File: src/rtl/game_pkg.sv
// Shared types and constants for the two-player shooter game-flow logic.
package game_pkg;

  localparam int unsigned SCORE_W = 8;
  localparam int unsigned TIMER_W = 10;

  // State codes are visible on the state output, so the encoding is fixed.
  typedef enum logic [2:0] {
    StIdle      = 3'd0,
    StCountdown = 3'd1,
    StPlay      = 3'd2,
    StHitPause  = 3'd3,
    StGameOver  = 3'd4
  } state_t;

  localparam logic [1:0] WIN_NONE = 2'b00;
  localparam logic [1:0] WIN_P1   = 2'b01;
  localparam logic [1:0] WIN_P2   = 2'b10;
  localparam logic [1:0] WIN_DRAW = 2'b11;

  // Increment that sticks at the all-ones value instead of wrapping.
  function automatic logic [SCORE_W-1:0] sat_inc(input logic [SCORE_W-1:0] v);
    return (v == '1) ? v : v + 1'b1;
  endfunction

endpackage

File: src/rtl/frame_timer.sv
// Loadable down-counter clocked by the frame clock; stops at zero.
module frame_timer
  import game_pkg::*;
#(
  parameter int unsigned Width = TIMER_W
) (
  input  logic             frame_clk,
  input  logic             Reset,
  input  logic             load,
  input  logic [Width-1:0] load_value,
  input  logic             enable,
  output logic [Width-1:0] count,
  output logic             zero
);

  logic [Width-1:0] count_q;

  // Load wins over counting; counting never wraps below zero.
  always_ff @(posedge frame_clk or posedge Reset) begin
    if (Reset) begin
      count_q <= '0;
    end else if (load) begin
      count_q <= load_value;
    end else if (enable && (count_q != '0)) begin
      count_q <= count_q - Width'(1);
    end
  end

  assign count = count_q;
  assign zero  = (count_q == '0);

endmodule

File: src/rtl/round_controller.sv
// Game-flow sequencer: scoring, round pacing, armor cooldown and bullet-clear pulses.
module round_controller
  import game_pkg::*;
#(
  parameter int unsigned WIN_SCORE        = 5,
  parameter int unsigned COUNTDOWN_FRAMES = 180,
  parameter int unsigned HIT_PAUSE_FRAMES = 60,
  parameter int unsigned ARMOR_COOLDOWN   = 300
) (
  input  logic               frame_clk,
  input  logic               Reset,
  input  logic               start,
  input  logic               player_1_hit,
  input  logic               player_2_hit,
  input  logic               armor_hit,
  input  logic               bullet_on_bullet_hit,
  output logic [2:0]         state,
  output logic               freeze,
  output logic               bullet_clear,
  output logic               armor_enable,
  output logic [SCORE_W-1:0] p1_score,
  output logic [SCORE_W-1:0] p2_score,
  output logic [1:0]         winner,
  output logic [TIMER_W-1:0] countdown
);

  // Previous-frame copies of the level inputs.
  logic start_q, p1_hit_q, p2_hit_q, armor_hit_q, bob_hit_q;
  logic start_rise, p1_hit_rise, p2_hit_rise, armor_hit_rise, bob_hit_rise;

  state_t             state_q, state_d;
  logic [SCORE_W-1:0] p1_score_q, p1_score_d, p2_score_q, p2_score_d;
  logic [SCORE_W-1:0] p1_next, p2_next;
  logic [1:0]         winner_q, winner_d;
  logic               freeze_q, freeze_d;
  logic               bullet_clear_q, bullet_clear_d;
  logic               armor_en_q, armor_en_d;
  logic               p1_won, p2_won;

  // Round/pause timer and armor cooldown timer controls.
  logic               rt_load, rt_en, rt_zero;
  logic [TIMER_W-1:0] rt_value, rt_count;
  logic               at_load, at_en, at_zero;
  logic [TIMER_W-1:0] at_value, at_count;

  // Edge-detect history updates every frame regardless of state.
  always_ff @(posedge frame_clk or posedge Reset) begin
    if (Reset) begin
      start_q     <= 1'b0;
      p1_hit_q    <= 1'b0;
      p2_hit_q    <= 1'b0;
      armor_hit_q <= 1'b0;
      bob_hit_q   <= 1'b0;
    end else begin
      start_q     <= start;
      p1_hit_q    <= player_1_hit;
      p2_hit_q    <= player_2_hit;
      armor_hit_q <= armor_hit;
      bob_hit_q   <= bullet_on_bullet_hit;
    end
  end

  assign start_rise     = start & ~start_q;
  assign p1_hit_rise    = player_1_hit & ~p1_hit_q;
  assign p2_hit_rise    = player_2_hit & ~p2_hit_q;
  assign armor_hit_rise = armor_hit & ~armor_hit_q;
  assign bob_hit_rise   = bullet_on_bullet_hit & ~bob_hit_q;

  // Candidate scores if this frame's hits are taken; a hit on one player scores the other.
  always_comb begin
    p1_next = p2_hit_rise ? sat_inc(p1_score_q) : p1_score_q;
    p2_next = p1_hit_rise ? sat_inc(p2_score_q) : p2_score_q;
    p1_won  = (p1_next >= SCORE_W'(WIN_SCORE));
    p2_won  = (p2_next >= SCORE_W'(WIN_SCORE));
  end

  // Next-state, score, armor and timer control decode.
  always_comb begin
    state_d        = state_q;
    p1_score_d     = p1_score_q;
    p2_score_d     = p2_score_q;
    winner_d       = winner_q;
    bullet_clear_d = 1'b0;
    armor_en_d     = armor_en_q;
    rt_load        = 1'b0;
    rt_value       = '0;
    rt_en          = 1'b0;
    at_load        = 1'b0;
    at_value       = '0;
    at_en          = 1'b0;

    case (state_q)
      StIdle: begin
        armor_en_d = 1'b0;
        if (start_rise) begin
          state_d    = StCountdown;
          rt_load    = 1'b1;
          rt_value   = TIMER_W'(COUNTDOWN_FRAMES - 1);
          p1_score_d = '0;
          p2_score_d = '0;
          winner_d   = WIN_NONE;
        end
      end

      StCountdown: begin
        if (rt_zero) begin
          state_d    = StPlay;
          armor_en_d = 1'b1;
          at_load    = 1'b1;
          at_value   = '0;
        end else begin
          rt_en = 1'b1;
        end
      end

      StPlay: begin
        // Cooldown only advances during live play.
        at_en = (at_count != '0);
        if (at_zero && !armor_en_q) begin
          armor_en_d = 1'b1;
        end

        if (p1_hit_rise || p2_hit_rise) begin
          bullet_clear_d = 1'b1;
          p1_score_d     = p1_next;
          p2_score_d     = p2_next;
          if (p1_won || p2_won) begin
            state_d    = StGameOver;
            armor_en_d = 1'b0;
            if (p1_won && p2_won) begin
              winner_d = WIN_DRAW;
            end else if (p1_won) begin
              winner_d = WIN_P1;
            end else begin
              winner_d = WIN_P2;
            end
          end else begin
            state_d  = StHitPause;
            rt_load  = 1'b1;
            rt_value = TIMER_W'(HIT_PAUSE_FRAMES - 1);
          end
        end else if (armor_hit_rise && armor_en_q) begin
          bullet_clear_d = 1'b1;
          armor_en_d     = 1'b0;
          at_load        = 1'b1;
          at_value       = TIMER_W'(ARMOR_COOLDOWN - 1);
        end else if (bob_hit_rise) begin
          bullet_clear_d = 1'b1;
        end
      end

      StHitPause: begin
        if (rt_zero) begin
          state_d = StPlay;
        end else begin
          rt_en = 1'b1;
        end
      end

      StGameOver: begin
        armor_en_d = 1'b0;
        if (start_rise) begin
          state_d = StIdle;
        end
      end

      default: begin
        state_d    = StIdle;
        armor_en_d = 1'b0;
      end
    endcase

    freeze_d = (state_d != StPlay);
  end

  // Game-flow state and registered outputs.
  always_ff @(posedge frame_clk or posedge Reset) begin
    if (Reset) begin
      state_q        <= StIdle;
      p1_score_q     <= '0;
      p2_score_q     <= '0;
      winner_q       <= WIN_NONE;
      freeze_q       <= 1'b1;
      bullet_clear_q <= 1'b0;
      armor_en_q     <= 1'b0;
    end else begin
      state_q        <= state_d;
      p1_score_q     <= p1_score_d;
      p2_score_q     <= p2_score_d;
      winner_q       <= winner_d;
      freeze_q       <= freeze_d;
      bullet_clear_q <= bullet_clear_d;
      armor_en_q     <= armor_en_d;
    end
  end

  // Only loaded on entry to COUNTDOWN/HIT_PAUSE and always exits at zero,
  // so its count doubles as the countdown output.
  frame_timer #(
    .Width(TIMER_W)
  ) u_round_timer (
    .frame_clk (frame_clk),
    .Reset     (Reset),
    .load      (rt_load),
    .load_value(rt_value),
    .enable    (rt_en),
    .count     (rt_count),
    .zero      (rt_zero)
  );

  frame_timer #(
    .Width(TIMER_W)
  ) u_armor_timer (
    .frame_clk (frame_clk),
    .Reset     (Reset),
    .load      (at_load),
    .load_value(at_value),
    .enable    (at_en),
    .count     (at_count),
    .zero      (at_zero)
  );

  assign state        = state_q;
  assign freeze       = freeze_q;
  assign bullet_clear = bullet_clear_q;
  assign armor_enable = armor_en_q;
  assign p1_score     = p1_score_q;
  assign p2_score     = p2_score_q;
  assign winner       = winner_q;
  assign countdown    = rt_count;

endmodule

File: config.mk
export PLATFORM = sky130hd
export DESIGN_NAME = round_controller
export DESIGN_NICKNAME = d
export VERILOG_FILES = /design/src/rtl/game_pkg.sv /design/src/rtl/frame_timer.sv /design/src/rtl/round_controller.sv
export SDC_FILE = /design/constraint.sdc
export NUM_CORES = 1
export LEC_CHECK = 0
export BUFFER_PORTS_ARGS = -buffer_cell sky130_fd_sc_hd__buf_2
export CAP_MARGIN = 10
export CORE_MARGIN = 1.5
export CORE_UTILIZATION = 30
export DETAILED_ROUTE_END_ITERATION = 8
export GPL_TIMING_DRIVEN = 0
export PLACE_DENSITY = 0.46
export SKIP_CTS_REPAIR_TIMING = 1
export SKIP_LAST_GASP = 1
export SLEW_MARGIN = 10
export SYNTH_ARGS = -nofsm -noshare
export SYNTH_HDL_FRONTEND = slang
export SYNTH_SLANG_ARGS = --single-unit
File: constraint.sdc
create_clock -name frame_clk -period 4.8 [get_ports frame_clk]
set_clock_uncertainty 0.05 [all_clocks]
set_input_delay 0.72 -clock frame_clk [delete_from_list [all_inputs] [get_ports frame_clk]]
set_output_delay 0.72 -clock frame_clk [all_outputs]
set_load 0.02 [all_outputs]
# [Word level (Yosys, flattened, before mapping)]
# Index checks and enable logic that the tools add are counted.
[op_classes] muxes=53 mul=0 shifts=0 n_reduce_logical=20 n_div=0 eq_ne=11 bitwise_logic=11 addsub=4 order_cmp=2
[op_table] cell="8-bit 2-to-1 mux" count=8
[op_table] cell="8-bit one-hot mux with 2 select lines" count=3
[op_table] cell="10-bit 2-to-1 mux" count=4
[op_table] cell="9-bit 2-to-1 mux" count=3
[op_table] cell="10-bit zero test" count=2
[op_table] cell="10-bit nonzero test" count=2
[op_table] cell="10-bit by 1-bit subtractor with 10-bit output, second input constant" count=2
[op_table] cell="1-bit 2-to-1 mux" count=18
[op_table] cell="8-bit by 1-bit adder with 8-bit output, second input constant" count=2
[op_table] cell="8-bit == test, second input constant" count=2
[op_table] cell="8-bit by 3-bit >= comparator with 1-bit output, second input constant" count=2
[op_table] cell="3-bit 2-to-1 mux" count=5
[op_table] cell="6-bit 2-to-1 mux" count=2
[op_table] cell="3-bit one-hot mux with 4 select lines" count=1
[op_table] cell="2-bit 2-to-1 mux" count=5
[op_table] cell="2-bit != test, second input constant" count=4
[op_table] cell="3-bit by 2-bit == test with 1-bit output, second input constant" count=2
[op_table] cell="1-bit NOT" count=6
[op_table] cell="2-bit nonzero test" count=3
[op_table] cell="1-bit bitwise AND" count=5
[op_table] cell="1-bit logical AND" count=5
[op_table] cell="1-bit one-hot mux with 2 select lines" count=2
[op_table] cell="2-bit one-hot mux with 2 select lines" count=1
[op_table] cell="4-bit AND reduction" count=1
[op_table] cell="other kinds (10)" count=11
[word_totals] input_bits=7 romBits=0 latch_bits=0 memories=0 output_inout_bits=34 mem_bits_rw=0 register_bits=49

# [Depth between registers and ports, before layout]
# Gate-level depths: netlist (run 1).
[logic_depth] word_depth=9 ltp_mapped=8 ltp_nobuf=8

# [By module]
# Synthesis (run 1) repeated with hierarchy kept, for this count alone.
[unflattened] hier_cells=335 hier_area_um2=3094.2
[by_module_without_submodules] mod="round_controller" seq_area_each_um2=726.9 cells_each=197 area_each_um2=1783.0 n_inst=1
[by_module_without_submodules] mod="frame_timer" seq_area_each_um2=250.2 cells_each=69 area_each_um2=655.6 n_inst=2

# [Worst setup path before layout (run 1)]
# OpenSTA, ideal clock, no wires.
[synth_path] kind="reg2reg" from="reg p2_score_q[0] (netlist: p2_score[0])" to="reg u_round_timer.count_q[7] (netlist: u_round_timer.count[7])" setup_ns=0.138 required_time_ns=4.612 arrival_ns=2.247 setup_slack_ns=2.365 n_path_buf=0 path_stages_with_launch=8 cell_sequence="dfrtp_1 > ha_1 > and4b_1 > a21o_1 > a2111oi_2 > nand4_1 > nor4_4 > o21ai_0"
[synth_via] elab_chain_cells=9
[synth_lines] item="from (decl)" line="round_controller.sv:32" text="logic [SCORE_W-1:0] p1_score_q, p1_score_d, p2_score_q, p2_score_d;"
[synth_lines] item="from (signal assigned)" line="round_controller.sv:189" text="p2_score_q <= p2_score_d;"
[synth_lines] item="8-bit by 1-bit adder with 8-bit output or 8-bit == test (tied branches)" line="game_pkg.sv:23" text="return (v == '1) ? v : v + 1'b1;"
[synth_lines] item="8-bit 2-to-1 mux" line="game_pkg.sv:23"
[synth_lines] item="8-bit 2-to-1 mux *" line="round_controller.sv:72" text="p2_next = p1_hit_rise ? sat_inc(p2_score_q) : p2_score_q;"
[synth_lines] item="8-bit by 3-bit >= comparator with 1-bit output *" line="round_controller.sv:74" text="p2_won = (p2_next >= SCORE_W'(WIN_SCORE));"
[synth_lines] item="1-bit logical OR *" line="round_controller.sv:127" text="if (p1_won || p2_won) begin"
[synth_lines] item="1-bit 2-to-1 mux *" line="round_controller.sv:127"
[synth_lines] item="1-bit 2-to-1 mux *" line="round_controller.sv:123" text="if (p1_hit_rise || p2_hit_rise) begin"
[synth_lines] item="1-bit one-hot mux with 2 select lines *" line="round_controller.sv:92" text="case (state_q)"
[synth_lines] item="10-bit 2-to-1 mux or 2-bit nonzero test (tied branches)"
[synth_lines] item="to (signal assigned)" line="frame_timer.sv:23" text="count_q <= load_value;"
[synth_lines] item="to (signal assigned)" line="frame_timer.sv:25" text="count_q <= count_q - Width'(1);"
[synth_lines] item="to (decl)" line="frame_timer.sv:16" text="logic [Width-1:0] count_q;"
# Every way passes the cells marked *; elsewhere a longest branch is shown, timed or not.
# A chain may end at the register's enable or synchronous reset.

# [Final worst setup path (run 1)]
# Ends and elaborated chain as after synthesis.

==> results.py, run 1 <==
metrics = {
    "clock_tree": {
        "htreeDepth": 2,
        "insertion_delay_ns": 0.31,
        "cts_root_buf": "clkbuf_8",
        "clk_path_buf_depth": 2,
        "clk_pin_slew_ns": 0.10,
        "numClockSinks": 49,
        "cts_made_buffers": 5,
        "cts_tree": "yes",
    },
    "setup_path": {
        "critPathRequiredTime_ns": 4.91,
        "startpoint": "p2_score[0]",
        "crit_type": "reg2reg",
        "end_kind": "flop",
        "critPathMaxFanout": 7,
        "startpoint_type": "flop",
        "cp_data_arrival_time_ns": 2.91,
        "r2r_cells": 7,
        "rrSetupSlack_ns": 2.01,
        "r2r_start": "p2_score[0]",
        "r2r_end": "u_round_timer.count[7]",
    },
    "yosys": {
        "yosysTopAreaCellShare_pct": 43.1,
        "synth_ff_type": "dfrtp_1",
        "syn-num-nets": 302,
        "synth_common_cells": "48 x dfrtp_1, 26 x nand2_1, 23 x nor2_1, 21 x o21ai_0, 17 x nand3_1",
        "ys_async_sr_fraction_pct": 100,
        "yosys.area.top_type": "dfrtp_1",
        "ys_seq_elements": 49,
        "synth_enable_flop_cells": 0,
        "synthesis.area_sq_mm": 0.00279,
        "synth.area.top_cells": "dfrtp_1 43%, o21ai_0 3.8%, nand2_1 3.5%",
        "seq_area_frac_synth_pct": 44.1,
        "syn_inst": 291,
        "syn_area_per_cell_sq_um": 9.57,
        "synth_most_common_cell": "dfrtp_1",
        "ys_warn_count": 0,
        "synth.distinct_cells": 63,
    },
    "drt": {
        "dr.pass1.iters": 5,
        "viasPerCell": 5.25,
        "wl_um": 6980,
        "wl_per_cell_um": 15.6,
        "drtAntennaViolNets": 0,
        "drc": 0,
        "dr.first_iter.drc_count": 73,
        "via_count": 2351,
    },
    "sta": {
        "fmax_ghz": 0.358,
        "grt_setup_unrepaired": "false",
        "finalCritPeriodShare_pct": 58.2,
        "slew_headroom_pct": 37.1,
        "setup_viol_count_final": 0,
        "slew_violations": 0,
        "hold_violations": 0,
        "tightest_slew_ns": 0.934,
        "setup_slack_ns": 2.01,
        "tns_ns": 0,
        "period_needed_ns": 2.79,
        "fin_hold_ws_ns": 0.438,
    },
    "power_and_ir_drop": {
        "p_per_area_mw_per_mm2": 336,
        "ir_worst_vdd_v": 0.000141,
        "p_leak_nw": 1.41,
    },
    "placed_design": {
        "port_buffers": 40,
        "post-place-ws_ns": 1.73,
        "dp_hpwl_um": 5090,
        "gp_congestion": 0.781,
    },
    "global_route": {
        "grt_pass1_vias": 2216,
        "globalRouteOverflowTotal": 0,
        "grt_usage_pct": 14.8,
        "antenna_found_initial": 0,
        "grt_pass1_wl_um": 11500,
        "grt_max_degree": 29,
    },
    "die": {
        "io_pins": 41,
        "die_area_sq_mm": 0.00987,
        "die_x_um": 99.4,
        "die_h_um": 99.4,
        "core.rowCount": 34,
        "initial_core_util_pct": 31.5,
        "design.core.area_sq_mm": 0.00885,
    },
    "layout": {
        "nets": 350,
        "syn2layout_area_growth_pct": 16.9,
        "drive_above_1_share_pct": 19.7,
        "num_antenna_cells": 0,
    },
    "outcome": {
        "outcome": "finished, final reports clean",
    },
    "job": {
        "cap_violations": 0,
    },
    "min_path": {
        "worstHoldPathType": "in2async",
    },
}
-- flip-flops by register name, summed over array words and instances (netlist names), 2 cells and up --
name and count:
u_armor_timer.count 10, u_round_timer.count 10, p2_score 8, winner 2, state 3, p1_score 8
-- worst max-delay path: stages, from the launching register on --
cell and delay [ns]:
dfrtp_1 0.47, ha_1 0.32, and4b_1 0.25, a21o_1 0.19, a2111oi_2 0.41, nand4_1 0.25, nor4_4 0.54, o21ai_0 0.19
-- placed cells by master, fill, tap and decap left out, drive strengths merged, types with 3 or more instances in the layout --
master / n
and3: 5
and4: 3
nor2: 24
nor3b: 4
or4: 5
ha: 4
nor4: 8
a31oi: 5
buf: 44
inv: 11
mux2i: 5
nand3: 17
xor2: 8
clkbuf: 10
nand2: 26
nand4: 8
dfrtp: 48
a21oi: 7
o21a: 3
nand2b: 3
nor2b: 3
xnor2: 11
o21ai: 23
nor3: 14
nand3b: 4
-- power breakdown --
group / switching [mW] / internal [mW]
sequential: 0.0627 / 0.458
clock: 0.142 / 0.170
combinational: 0.158 / 0.103
total: 0.362 / 0.732
-- worst max path at each step --
stage	to	cells past startpoint	slack, ns
detailed placement	u_round_timer.count[1]	8	1.73
floorplan	u_round_timer.count[7]	7	2.37
global route	u_round_timer.count[7]	7	1.79
CTS	u_round_timer.count[7]	7	1.93
global placement	u_round_timer.count[1]	8	1.72
finish	u_round_timer.count[7]	7	2.01
-- per-layer routing --
metal	vias to the layer above	track usage [%]	routed length (um)	share of wire [%]
met5	-	0	0	0
met3	5	2.67	303	4.3
met1	1125	21.3	3450	49
li1	1167	-	-	-
met2	54	23.0	3160	45
met4	0	3.58	57	0.82
-- kinds of logic after synthesis --
kind of cell	count (synthesis)	share of synthesized area, %
multiplexers	6	2.20
XOR/XNOR	19	5.97
adder cells (fa/ha/maj)	4	1.80
AO/OA/AOI/OAI	58	14.5
flip-flops	49	44.1
AND/OR/NAND/NOR	138	28.8
buffers and inverters	17	2.61
-- final cells by class --
class	instances	area [sq um]
inverter	11	41.3
sequential	49	1230
fill	934	5590
buffer	6	31.3
tap	108	135
multi-input combinational	225	1490
clock inverter	1	30.0
timing repair buffer	41	220
clock buffer	7	86.3
-- metrics by stage --
step / util, % / std cells / total power, mW / cell area (sq um)
2_1_floorplan: - / 291 / 0.701 / 2790
3_3_place_gp: 35.3 / 439 / 0.788 / 3120
3_5_place_dp: 35.5 / 440 / 0.793 / 3140
4_1_cts: 36.8 / 448 / 1.11 / 3260
5_1_grt: 36.8 / 448 / 1.16 / 3260
6_report: 36.8 / 448 / 1.09 / 3260
Note: power is estimated with default switching activity, not from simulation.
==> run 2, diff against run 1 <==
--- a/config.mk
+++ b/config.mk
@@ -11,7 +11,7 @@
 export CORE_UTILIZATION = 30
 export DETAILED_ROUTE_END_ITERATION = 8
 export GPL_TIMING_DRIVEN = 0
-export PLACE_DENSITY = 0.46
+export PLACE_DENSITY = 0.48
 export SKIP_CTS_REPAIR_TIMING = 1
 export SKIP_LAST_GASP = 1
 export SLEW_MARGIN = 10
==> constraint.sdc (replaced) <==
create_clock -name frame_clk -period 2.45 [get_ports frame_clk]
set_clock_uncertainty 0.05 [all_clocks]
set_input_delay 0.3675 -clock frame_clk [delete_from_list [all_inputs] [get_ports frame_clk]]
set_output_delay 0.3675 -clock frame_clk [all_outputs]
set_load 0.02 [all_outputs]
==> run 2 against run 1 <==
The flow now finishes with violations (negative hold slack). Register-to-register slack got worse by 1.9 ns. Wire length rose by 0.93%. Cell area rose by 4.0%. Sequential power rose by 96%. Non-clock buffer count rose by 9. Via count rose by 2.6%. Flip-flop and latch count did not move. Count of clock-buffer cells in the layout did not move. Die area did not move. Sequential share of layout area fell by 1.3 points. Largest power group unchanged.
==> results.py, run 2 (same netlist as run 1, synthesis figures left out) <==
metrics = {
    "sta": {
        "setup_slack_ns": 0.0854,
        "slew_headroom_pct": 39.6,
        "fin_hold_ws_ns": -0.0101,
        "setup_viol_count_final": 0,
        "period_needed_ns": 2.36,
        "fmax_ghz": 0.423,
        "slew_violations": 0,
        "tightest_slew_ns": 0.897,
        "finalCritPeriodShare_pct": 96.5,
        "hold_violations": 16,
    },
    "setup_path": {
        "slowest_stage": "dfrtp_2",
        "cp_data_arrival_time_ns": 2.52,
        "startpoint_type": "flop",
        "startpoint": "p1_score[0]",
        "end_kind": "flop",
        "critPathMaxFanout": 6,
        "critPathTopFamily": "simple AND/OR/NAND/NOR gates",
        "r2r_start": "p1_score[0]",
        "cp.buffers_inverters": 0,
        "path_cells": "ha_4, and4b_2, and4_1, and3_1, o2111a_1, a311o_1, and2_1",
        "slowest_delay_ns": 0.46,
        "critPathRequiredTime_ns": 2.60,
        "crit_type": "reg2reg",
    },
    "power_and_ir_drop": {
        "p_leak_nw": 1.46,
        "power.share.sequential_pct": 47.0,
        "p_int_mw": 1.44,
        "p_per_area_mw_per_mm2": 638,
        "power_mw": 2.16,
        "netSwitchingFraction_pct": 33.3,
        "ir_worst_vdd_v": 0.000286,
        "p_comb_share_pct": 24.0,
        "clkPwrFrac_pct": 29.0,
        "switchingPower_uw": 719,
    },
    "die": {
        "initial_core_util_pct": 31.5,
        "die_h_um": 99.4,
        "die_x_um": 99.4,
        "die_area_sq_mm": 0.00987,
        "design.core.area_sq_mm": 0.00885,
        "io_pins": 41,
        "core.rowCount": 34,
    },
    "placed_design": {
        "post-place-ws_ns": -0.296,
        "place_area_sq_mm": 0.00314,
        "gp_congestion": 0.788,
        "dp_hpwl_um": 5170,
        "port_buffers": 40,
    },
    "job": {
        "cap_violations": 0,
    },
    "drt": {
        "wl_um": 7040,
        "dr.first_iter.drc_count": 64,
        "drtAntennaViolNets": 0,
        "drc": 0,
        "wl_met2_um": 3270,
        "dr_wl_met3_um": 221,
        "via_count": 2411,
        "wl_per_cell_um": 15.4,
        "highest_layer": "met4",
        "viasPerCell": 5.28,
        "dr.pass1.iters": 4,
        "wl_met1_um": 3490,
    },
    "layout": {
        "most-common-layout-cells": "44 x dfrtp_1, 41 x buf_2, 26 x nand2_1",
        "fillers": 949,
        "final_util_pct": 38.3,
        "nets": 359,
        "multiInputGateArea_sq_mm": 0.00154,
        "final-seq-area_sq_mm": 0.00123,
        "num_antenna_cells": 0,
        "syn2layout_area_growth_pct": 21.7,
        "final_cell_area_sq_mm": 0.00339,
        "final_common_cell": "dfrtp_1",
        "drive_above_1_share_pct": 25.5,
    },
    "global_route": {
        "grt_max_degree": 34,
        "grt_pass1_wl_um": 11300,
        "antenna_found_initial": 0,
        "grt_usage_pct": 14.4,
        "grt_pass1_vias": 2212,
        "globalRouteOverflowTotal": 0,
    },
    "clock_tree": {
        "cts_tree": "yes",
        "numClockSinks": 49,
        "htreeDepth": 2,
        "cts_root_buf": "clkbuf_8",
        "clk_pin_slew_ns": 0.10,
        "insertion_delay_ns": 0.31,
        "clk_path_buf_depth": 2,
        "cts_made_buffers": 5,
    },
    "min_path": {
        "worstHoldPathType": "in2async",
    },
    "outcome": {
        "failed_checks": "negative hold slack",
        "outcome": "complete, but fails checks",
    },
}
-- run 2: cell types whose count changed in the layout (fill, tap and decap cells not counted), moves of 2 or more --
cell     change
and4b_2      +2
dfrtp_1      -4
ha_4         +2
ha_1         -2
and4b_1      -2
dfrtp_2      +4
buf_4        +9
-- run 2: layout make-up --
type | count | area share (%)
multi-input cells | 225 | 45.5
flip-flops and latches | 49 | 36.4
repair buffers | 50 | 8.49
well taps | 108 | 3.99
clock buffers | 7 | 2.55
inverters | 11 | 1.22
plain buffers | 6 | 0.960
clock inverters | 1 | 0.886
-- run 2: path summary, 6_finish.rpt --
| path | to | slack [ns] | depth (start not counted) |
|---|---|---|---|
| min reg2reg | winner[1] | 0.51 | 2 |
| max reg2reg | state[1] | 0.09 | 7 |
| max in group asynchronous | freeze | 1.78 | 3 |
| min | p1_hit_q | -0.01 | 2 |
| min in group frame_clk | start_q | 0.13 | 1 |
| max | state[1] | 0.09 | 7 |
-- run 2: worst reg2reg max path: stages, from the launching register on --
cell and delay (ns):
dfrtp_2 0.46, ha_4 0.19, and4b_2 0.26, and4_1 0.24, and3_1 0.21, o2111a_1 0.29
a311o_1 0.39, and2_1 0.16
-- run 2: power by group through the flow --
stage / Sequential, mW / Clock (mW) / Combinational, mW
2_1_floorplan: 1.11 / 0 / 0.265
5_1_grt: 1.03 / 0.675 / 0.581
3_5_place_dp: 1.03 / 0 / 0.511
4_1_cts: 1.02 / 0.644 / 0.514
3_3_place_gp: 1.03 / 0 / 0.504
6_report: 1.02 / 0.626 / 0.519
-- run 2: metrics by stage --
stage               cells  TNS (ns)
finish                457         0
global route          457   -0.0191
CTS                   448     -3.03
detailed placement    440     -2.65
global placement      439     -2.43
floorplan             291         0
-- run 2: per-layer routing --
layer,global-route usage [%],vias to the layer above
met3,2.60,6
met4,2.93,0
li1,-,1188
met2,23.1,46
met1,20.3,1171
met5,0,-
==> run 3, diff against run 2 <==
--- a/config.mk
+++ b/config.mk
@@ -11,7 +11,7 @@
 export CORE_UTILIZATION = 30
 export DETAILED_ROUTE_END_ITERATION = 8
 export GPL_TIMING_DRIVEN = 0
-export PLACE_DENSITY = 0.48
+export PLACE_DENSITY = 0.46
 export SKIP_CTS_REPAIR_TIMING = 1
 export SKIP_LAST_GASP = 1
 export SLEW_MARGIN = 10
==> constraint.sdc (replaced) <==
create_clock -name frame_clk -period 2.7 [get_ports frame_clk]
set_clock_uncertainty 0.05 [all_clocks]
set_input_delay 0.405 -clock frame_clk [delete_from_list [all_inputs] [get_ports frame_clk]]
set_output_delay 0.405 -clock frame_clk [all_outputs]
set_load 0.02 [all_outputs]
==> run 3 against run 2 <==
The flow now finishes without violations. Sequential share of layout area rose by 0.84 points. Worst hold slack improved by 0.13 ns. Global-route usage increased by 0.42 points. Cell count decreased by 1.3%. Via count is 1.5% lower. Critical path type unchanged. Highest routed layer unchanged.
==> results.py, run 3 (same netlist as run 1, synthesis figures left out) <==
metrics = {
    "global_route": {
        "grt_max_degree": 29,
        "globalRouteOverflowTotal": 0,
        "grt_pass1_vias": 2216,
        "grt_pass1_wl_um": 11500,
        "grt_usage_pct": 14.8,
        "antenna_found_initial": 0,
    },
    "setup_path": {
        "startpoint_type": "flop",
        "critPathRequiredTime_ns": 2.81,
        "cp_data_arrival_time_ns": 2.69,
        "crit_type": "reg2reg",
        "critPathMaxFanout": 7,
        "rrSetupSlack_ns": 0.12,
        "r2r_cells": 8,
        "r2r_end": "u_round_timer.count[6]",
        "r2r_start": "p1_score[0]",
        "end_kind": "flop",
    },
    "layout": {
        "nets": 353,
        "final_cell_area_sq_mm": 0.00330,
        "num_antenna_cells": 0,
        "most-common-layout-cells": "48 x dfrtp_1, 41 x buf_2, 26 x nand2_1",
        "syn2layout_area_growth_pct": 18.4,
        "final_util_pct": 37.3,
        "finalNonFillerCells": 451,
        "final_common_cell": "dfrtp_1",
        "drive_above_1_share_pct": 21.3,
    },
    "clock_tree": {
        "insertion_delay_ns": 0.31,
        "cts_made_buffers": 5,
        "cts_tree": "yes",
        "cts_root_buf": "clkbuf_8",
        "clk_path_buf_depth": 2,
        "clk_pin_slew_ns": 0.10,
        "htreeDepth": 2,
        "numClockSinks": 49,
    },
    "sta": {
        "period_needed_ns": 2.58,
        "setup_viol_count_final": 0,
        "finalCritPeriodShare_pct": 95.6,
        "hold_violations": 0,
        "setup_slack_ns": 0.119,
        "slew_headroom_pct": 37.2,
        "fmax_ghz": 0.387,
        "fin_hold_ws_ns": 0.121,
        "slew_violations": 0,
        "tns_ns": 0,
        "tightest_slew_ns": 0.934,
    },
    "power_and_ir_drop": {
        "power_mw": 1.95,
        "ir_worst_vdd_v": 0.000252,
        "p_leak_nw": 1.43,
        "p_per_area_mw_per_mm2": 591,
    },
    "die": {
        "die_x_um": 99.4,
        "io_pins": 41,
        "initial_core_util_pct": 31.5,
        "core.rowCount": 34,
        "design.core.area_sq_mm": 0.00885,
        "die_area_sq_mm": 0.00987,
        "die_h_um": 99.4,
    },
    "drt": {
        "wl_per_cell_um": 15.6,
        "wl_um": 7050,
        "via_count": 2374,
        "drc": 0,
        "dr.pass1.iters": 4,
        "viasPerCell": 5.26,
        "drtAntennaViolNets": 0,
        "dr.first_iter.drc_count": 56,
    },
    "placed_design": {
        "place_area_sq_mm": 0.00314,
        "port_buffers": 40,
        "post-place-ws_ns": -0.165,
        "placed_cells": 440,
        "gp_congestion": 0.781,
        "dp_hpwl_um": 5090,
    },
    "min_path": {
        "worstHoldPathType": "in2async",
    },
    "outcome": {
        "outcome": "finished, final reports clean",
    },
    "job": {
        "cap_violations": 0,
    },
}
-- run 3: changes by cell type in the layout (fill, tap and decap cells not counted), sizes merged --
| cell | change |
|---|---|
| buf | -6 |
-- run 3: final cells by class --
| cell class | instances | area (sq um) |
|---|---|---|
| clock inverter | 1 | 30.0 |
| multi-input combinational | 225 | 1500 |
| inverter | 11 | 41.3 |
| clock buffer | 7 | 86.3 |
| timing repair buffer | 44 | 243 |
| tap | 108 | 135 |
| sequential | 49 | 1230 |
| fill | 932 | 5550 |
| buffer | 6 | 32.5 |
-- run 3: how the worst max path moves through the flow --
stage,from,endpoint,slack [ns],cells past startpoint
2_1_floorplan,p2_score[0],u_round_timer.count[7],0.27,7
3_3_place_gp,p2_score[0],u_round_timer.count[7],-0.09,7
3_5_place_dp,p2_score[0],u_round_timer.count[7],-0.16,7
4_1_cts,p2_score[0],u_round_timer.count[7],-0.17,7
5_1_grt,p1_score[0],u_round_timer.count[6],-0.01,8
6_report,p1_score[0],u_round_timer.count[6],0.12,8
-- run 3: worst max-delay path, cell delays in order, from the launching register on --
cell and delay (ns):
dfrtp_1 0.44, ha_2 0.25, and4b_1 0.27, and4_1 0.27
and3_1 0.19, o2111ai_1 0.24, nor4_4 0.47, buf_4 0.20
nor3_1 0.05
-- run 3: report_power, final --
group / internal, mW / switching, mW / total (mW) / leakage [nW]
clock: 0.303 / 0.253 / 0.556 / 0.0585
sequential: 0.815 / 0.112 / 0.927 / 0.616
combinational: 0.184 / 0.281 / 0.465 / 0.755
total: 1.30 / 0.646 / 1.95 / 1.43
-- run 3: per-layer routing --
layer	track usage [%]	wire, um	vias to the layer above	part of all wire [%]
met5	0	0	-	0
met1	21.3	3590	1151	51
met3	2.67	203	5	2.9
met4	3.58	57	0	0.81
met2	23.0	3190	45	45
li1	-	-	1173	-
